**config.mk**
```make
export PLATFORM = sky130hd
export DESIGN_NAME = timer_multi_flat
export DESIGN_NICKNAME = d
export VERILOG_FILES = /design/src/rtl/timer_multi_if.sv /design/src/rtl/timer_multi.sv /design/src/flat_wrapper.sv
export SDC_FILE = /design/constraint.sdc
export NUM_CORES = 1
export LEC_CHECK = 0
export CORE_MARGIN = 2
export CORE_UTILIZATION = 45
export CTS_BUF_LIST = sky130_fd_sc_hd__clkbuf_4 sky130_fd_sc_hd__clkbuf_8
export DETAILED_ROUTE_END_ITERATION = 6
export DONT_BUFFER_PORTS = 1
export HOLD_SLACK_MARGIN = 0.02
export SLEW_MARGIN = 10
export SYNTH_ARGS = -nofsm -noshare
export SYNTH_HDL_FRONTEND = slang
export SYNTH_SLANG_ARGS = --single-unit
```
**constraint.sdc**
```tcl
create_clock -name clk -period 2.15 [get_ports clk]
set_input_delay 0.3225 -clock clk [delete_from_list [all_inputs] [get_ports clk]]
set_output_delay 0.3225 -clock clk [all_outputs]
set_load 0.005 [all_outputs]
```
**src/rtl/timer_multi_if.sv**
```systemverilog
// CPU-side register bus of the multi-channel timer: single-cycle access strobe plus the combined IRQ line.
// Handshake: cs is a one-cycle access strobe. There is no ready signal, so every edge with cs=1 completes
// exactly one access: a write when we=1, or a read when we=0. A read's data appears on dout after that
// edge and stays there until the next read.
interface timer_multi_if #(
    parameter int ADDR_W = 4
);
    logic              cs;
    logic              we;
    logic [ADDR_W-1:0] addr;
    logic [7:0]        din;
    logic [7:0]        dout;
    logic              irq;

    modport master (output cs, output we, output addr, output din, input dout, input irq);
    modport slave  (input cs, input we, input addr, input din, output dout, output irq);
endinterface

```
**src/rtl/timer_multi.sv**
```systemverilog
// Parametrised multi-channel down-counting timer with per-channel prescaler select, one-shot/auto-reload and maskable IRQ.
// Optional macro TIMER_LATCH_EN: a LO read snapshots count[15:8] so that the following HI read is tear-free.
module timer_multi #(
    parameter int CHANNELS = 4,
    parameter int WIDTH    = 16,
    parameter int PRESCALE = 16,
    parameter int ADDR_W   = $clog2(CHANNELS) + 2
) (
    input logic          clk,
    input logic          rst,
    timer_multi_if.slave bus
);
    localparam int PS_W = $clog2(PRESCALE);
    localparam logic [PS_W-1:0] PS_MAX = PS_W'(PRESCALE - 1);

    logic [PS_W-1:0]     pre_cnt;
    logic                pre_tick;
    logic [WIDTH-1:0]    count  [CHANNELS];
    logic [WIDTH-1:0]    reload [CHANNELS];
    logic [15:0]         cnt16  [CHANNELS];
    logic [15:0]         rl16   [CHANNELS];
    logic [CHANNELS-1:0] en, auto_rl, irq_en, pre_sel, flag, run;
    logic [CHANNELS-1:0] sel_wr, ctrl_wr, start, stop, sts_clr, tick;
    logic [7:0]          ch_idx;
    logic [1:0]          reg_sel;
    logic                wr_acc, rd_acc;
    logic [7:0]          rdata;
    logic [7:0]          dout_q;
    logic                irq_q;
`ifdef TIMER_LATCH_EN
    logic [7:0]          latch [CHANNELS];
`endif

    assign ch_idx   = 8'(bus.addr >> 2);
    assign reg_sel  = bus.addr[1:0];
    assign wr_acc   = bus.cs & bus.we;
    assign rd_acc   = bus.cs & ~bus.we;
    assign pre_tick = (pre_cnt == PS_MAX);
    assign bus.dout = dout_q;
    assign bus.irq  = irq_q;

    always_comb begin
        sel_wr  = '0;
        ctrl_wr = '0;
        start   = '0;
        stop    = '0;
        sts_clr = '0;
        tick    = '0;
        for (int c = 0; c < CHANNELS; c++) begin
            cnt16[c]   = 16'(count[c]);
            rl16[c]    = 16'(reload[c]);
            sel_wr[c]  = wr_acc && (ch_idx == 8'(c));
            ctrl_wr[c] = sel_wr[c] && (reg_sel == 2'd2);
            // Only an EN 0->1 transition reloads; rewriting CTRL with EN=1 just updates the mode bits.
            start[c]   = ctrl_wr[c] && bus.din[0] && !en[c];
            stop[c]    = ctrl_wr[c] && !bus.din[0];
            sts_clr[c] = sel_wr[c] && (reg_sel == 2'd3) && bus.din[0];
            tick[c]    = pre_sel[c] ? pre_tick : 1'b1;
        end
    end

    always_comb begin
        rdata = '0;
        for (int c = 0; c < CHANNELS; c++) begin
            if (ch_idx == 8'(c)) begin
                case (reg_sel)
                    2'd0: rdata = cnt16[c][7:0];
`ifdef TIMER_LATCH_EN
                    2'd1: rdata = latch[c];
`else
                    2'd1: rdata = cnt16[c][15:8];
`endif
                    2'd2: rdata = {4'b0, pre_sel[c], irq_en[c], auto_rl[c], en[c]};
                    default: rdata = {6'b0, run[c], flag[c]};
                endcase
            end
        end
    end

    always_ff @(posedge clk or negedge rst) begin
        if (!rst) begin
            pre_cnt <= '0;
        end else if (pre_cnt == PS_MAX) begin
            pre_cnt <= '0;
        end else begin
            pre_cnt <= pre_cnt + PS_W'(1);
        end
    end

    always_ff @(posedge clk or negedge rst) begin
        if (!rst) begin
            for (int c = 0; c < CHANNELS; c++) begin
                count[c]  <= '0;
                reload[c] <= '0;
            end
            en      <= '0;
            auto_rl <= '0;
            irq_en  <= '0;
            pre_sel <= '0;
            flag    <= '0;
            run     <= '0;
        end else begin
            for (int c = 0; c < CHANNELS; c++) begin
                if (sel_wr[c] && reg_sel == 2'd0) reload[c] <= WIDTH'({rl16[c][15:8], bus.din});
                if (sel_wr[c] && reg_sel == 2'd1) reload[c] <= WIDTH'({bus.din, rl16[c][7:0]});
                if (ctrl_wr[c]) begin
                    en[c]      <= bus.din[0];
                    auto_rl[c] <= bus.din[1];
                    irq_en[c]  <= bus.din[2];
                    pre_sel[c] <= bus.din[3];
                end
                if (sts_clr[c]) flag[c] <= 1'b0;
                if (start[c]) begin
                    count[c] <= reload[c];
                    run[c]   <= 1'b1;
                end else if (stop[c]) begin
                    run[c] <= 1'b0;
                end else if (run[c] && tick[c]) begin
                    if (count[c] != '0) begin
                        count[c] <= count[c] - WIDTH'(1);
                    end else begin
                        // Expiry is placed after the STATUS clear so a same-edge set wins.
                        flag[c] <= 1'b1;
                        if (auto_rl[c]) begin
                            count[c] <= reload[c];
                        end else begin
                            run[c] <= 1'b0;
                            en[c]  <= 1'b0;
                        end
                    end
                end
            end
        end
    end

    always_ff @(posedge clk or negedge rst) begin
        if (!rst) begin
            dout_q <= '0;
            irq_q  <= 1'b0;
        end else begin
            if (rd_acc) dout_q <= rdata;
            irq_q <= |(flag & irq_en);
        end
    end

`ifdef TIMER_LATCH_EN
    always_ff @(posedge clk or negedge rst) begin
        if (!rst) begin
            for (int c = 0; c < CHANNELS; c++) latch[c] <= '0;
        end else begin
            for (int c = 0; c < CHANNELS; c++) begin
                if (rd_acc && ch_idx == 8'(c) && reg_sel == 2'd0) latch[c] <= cnt16[c][15:8];
            end
        end
    end
`endif
endmodule

```
**src/flat_wrapper.sv**
```systemverilog
// flat-port wrapper written by rule: the top's interface ports become plain ports
module timer_multi_flat 
#(
    parameter int CHANNELS = 4,
    parameter int WIDTH    = 16,
    parameter int PRESCALE = 16,
    parameter int ADDR_W   = $clog2(CHANNELS) + 2
)
  (clk, rst, bus_cs, bus_we, bus_addr, bus_din, bus_dout, bus_irq);
  timer_multi_if #(.ADDR_W(ADDR_W)) bus_i ();
  input logic clk;
  input logic rst;
  input wire logic [$bits(bus_i.cs)-1:0] bus_cs;
  input wire logic [$bits(bus_i.we)-1:0] bus_we;
  input wire logic [$bits(bus_i.addr)-1:0] bus_addr;
  input wire logic [$bits(bus_i.din)-1:0] bus_din;
  output wire logic [$bits(bus_i.dout)-1:0] bus_dout;
  output wire logic [$bits(bus_i.irq)-1:0] bus_irq;
  assign bus_i.cs = bus_cs;
  assign bus_i.we = bus_we;
  assign bus_i.addr = bus_addr;
  assign bus_i.din = bus_din;
  assign bus_dout = bus_i.dout;
  assign bus_irq = bus_i.irq;
  timer_multi #(.CHANNELS(CHANNELS), .WIDTH(WIDTH), .PRESCALE(PRESCALE), .ADDR_W(ADDR_W)) u_core (.clk(clk), .rst(rst), .bus(bus_i));
endmodule
```
==> impl_metrics.toml <==
[pwr]
pwr-share-comb_pct = 38.5
leakage_nw = 4.90
seqPwrFrac_pct = 40.2
power-per-cell-area_nw_per_um2 = 1030
peakVddDrop_uv = 685
p_sw_share_pct = 36.5
p_int_mw = 7.20
power_frac_clock_pct = 21.3
p_sw_mw = 4.13
total_power_mw = 11.3

[clocking]
clkTransAtPathRegs_ns = 0.09
cts-buffers-inserted = 17
htreeDepth = 4
clock_sinks = 165
cts_tree = "yes"
clockBufferDepth = 2
postCtsHoldBufs = 10
clk_latency_ns = 0.47
cts.root.buffer_cell = "clkbuf_8"

[routing]
ant_nets = 0
via_per_inst = 6.12
drtIter0Drc = 766
drt-wirelength-per-cell_um = 21.4
firstDrtPassIters = 6
vias = 7915
drc = 0
wl_mm = 27.7

[run]
cap_violations = 0

[worst_setup_path]
timing.critical_path.buf_inv = 3
slowest_stage = "dfrtp_1"
cp-end-kind = "register"
cp_common_cell = "buf_4"
critPathLaunchType = "register"
cp_num_cells = 9
crit_path_cell_trace = "inv_1, ha_1, nor4b_2, buf_4, nand4_1, buf_4, a21boi_0, a31oi_1, o2bb2ai_1"
critPathKind = "register to register"
reg2regPathDepth = 9
critical-path-max-stage-delay_ns = 0.39
cp.required_ns = 2.54
crit_arrival_ns = 2.48
r2r_setup_slack_ns = 0.06
crit_fanout = 5
path_delay_family = "compound AO/OA/AOI/OAI gates"

[logic_synthesis]
ys_types = 71
syn-num-nets = 945
netlist_instances = 920
yosysWarningCount = 0
synth-seq-area-share_pct = 44.1
synth-seq-cells = 165
synth_edf_count = 0
async_reset_ff_share_pct = 100
synthFlopType = "dfrtp_1"
syn_area_um2 = 9360
synth.avg_cell_area_um2 = 10.2

[global_route]
antenna_found_initial = 2
track_usage_pct = 25.8
grt_max_degree = 166
grt_pass1_vias = 7672
grt_pass1_wl_mm = 43.7
grt_overflow = 0

[die]
die_y_um = 148
die_w_um = 148
die_area_um2 = 22000
num_rows = 52
core_area_um2 = 20300
initial_utilization_pct = 46.1
num_io_pins = 25

[timing]
slew_headroom_pct = 37.0
post-route-period-util_pct = 97.1
tightest_slew_ns = 0.942
finalHoldWorstSlack_ns = -0.452
hold_violations = 165
setup_viol = 0
period_needed_ns = 2.09
drv_slew = 0
fmax_ghz = 0.479
clock_skew_ns = 0.0135

[layout]
final_cells = 1293
finalInstanceArea_um2 = 11000
nNetsFinal = 1035
area.growth.synth_to_final_pct = 17.4
drive_above_1_share_pct = 26.4
fillCellCount = 1819

[outcome]
violations = "negative hold slack"
status = "finished with violations"

[placed_design]
dp_hpwl_mm = 18.5
place_congestion = 0.909
dpl.cell_count = 1243
io_buffers = 0
place_area_um2 = 10300

[min_path]
hold_class = "input port to async pin"
## placed cells by master, fill, tap and decap left out, types with 13 or more instances in the layout
cell,netlist,routed
nand2_1,47,47
or3_1,15,15
mux2i_1,57,57
nand3_1,19,19
o2bb2ai_1,31,31
clkbuf_8,0,18
buf_4,1,121
inv_1,31,29
nor2_1,60,60
mux2_2,66,66
o21ai_0,55,54
o22ai_1,13,13
nor3_1,42,41
a21oi_1,42,41
dfrtp_1,165,165
o21ai_1,14,15
nor4_1,25,22
## layer usage
layer	wire length [um]	GRT usage, %
met3	2000	5.98
met4	521	6.90
met2	12600	39.0
met1	12500	37.4
met5	11	0
## power by group through the flow
stage | combinational (mW) | clock [mW] | sequential (mW)
5_1_grt | 4.73 | 2.58 | 4.65
3_3_place_gp | 4.09 | 0 | 4.58
4_1_cts | 4.24 | 2.45 | 4.53
3_5_place_dp | 4.12 | 0 | 4.59
6_report | 4.37 | 2.41 | 4.55
2_1_floorplan | 2.45 | 0 | 4.50
## path summary, 6_finish.rpt
kind	start	endpoint
min in group clk	bus_din[0]	u_core.flag[1]
min	rst	u_core.reload[50]
max	u_core.cnt16[48]	u_core.cnt16[58]
max reg2reg	u_core.cnt16[48]	u_core.cnt16[58]
min reg2reg	u_core.reload[39]	u_core.reload[39]
max in group asynchronous	rst	u_core.reload[10]
## state kept, by name, indices dropped and copies added (netlist names)
register / flops
u_core.cnt16: 64
u_core.reload: 64
u_core.bus.dout: 8
u_core.auto_rl: 4
u_core.en: 4
u_core.flag: 4
u_core.irq_en: 4
u_core.pre_cnt: 4
u_core.pre_sel: 4
u_core.run: 4
u_core.bus.irq: 1
## cell usage after synthesis, drive strengths merged (10+ instances only)
cell type  number  share of area [%]
o2bb2ai        32                3.1
mux2i          57                6.1
nor2           61                2.5
nand3          19                1.0
or3            15                1.0
o22ai          13               0.87
a21oi          43                2.3
clkbuf         33                1.3
a22oi          14                1.4
o31ai          12               0.96
o21ai          69                3.7
a211oi         10               0.80
nor3           43                2.4
mux2           74                8.9
nand2          48                2.0
buf            34                2.2
nor4           29                2.3
inv            31                1.2
dfrtp         165                 44
## area by class of cell
cell class	instances	area [um^2]	area share, %
Timing Repair Buffer	138	1140	10.4
Tap cell	270	338	3.07
Multi-Input combinational cell	657	4860	44.2
Clock inverter	12	153	1.39
Inverter	31	116	1.06
Clock buffer	19	255	2.32
Sequential cell	165	4130	37.6
Antenna cell	1	2.50	0.0228
## metrics by stage
step	worst slack, ns	setup TNS, ns	util [%]
detailed placement	-0.0751	-0.295	51.0
floorplan	0.0597	0	-
global route	-0.0159	-0.0416	54.1
global placement	0.0109	0	51.0
CTS	0.00195	0	53.6
finish	0.0630	0	54.2
## cell families after synthesis
kind of cell             count (synthesis)  synth area share [%]
multiplexers                           140                  17.2
AO/OA/AOI/OAI                          244                  17.7
flip-flops                             165                  44.1
AND/OR/NAND/NOR                        263                  14.9
XOR/XNOR                                 1                0.0936
adder cells (fa/ha/maj)                  9                  1.20
buffers and inverters                   98                  4.81
## repair_timing
| item | CTS | global route |
|---|---|---|
| setup endpoints to repair | 10 | 50 |
| gates resized for setup | 1 | 18 |
| setup buffers | 3 | 5 |
| pin swaps | 1 | 3 |
| endpoints found under the hold margin | 245 | 165 |
(Power assumes the default switching activity.)
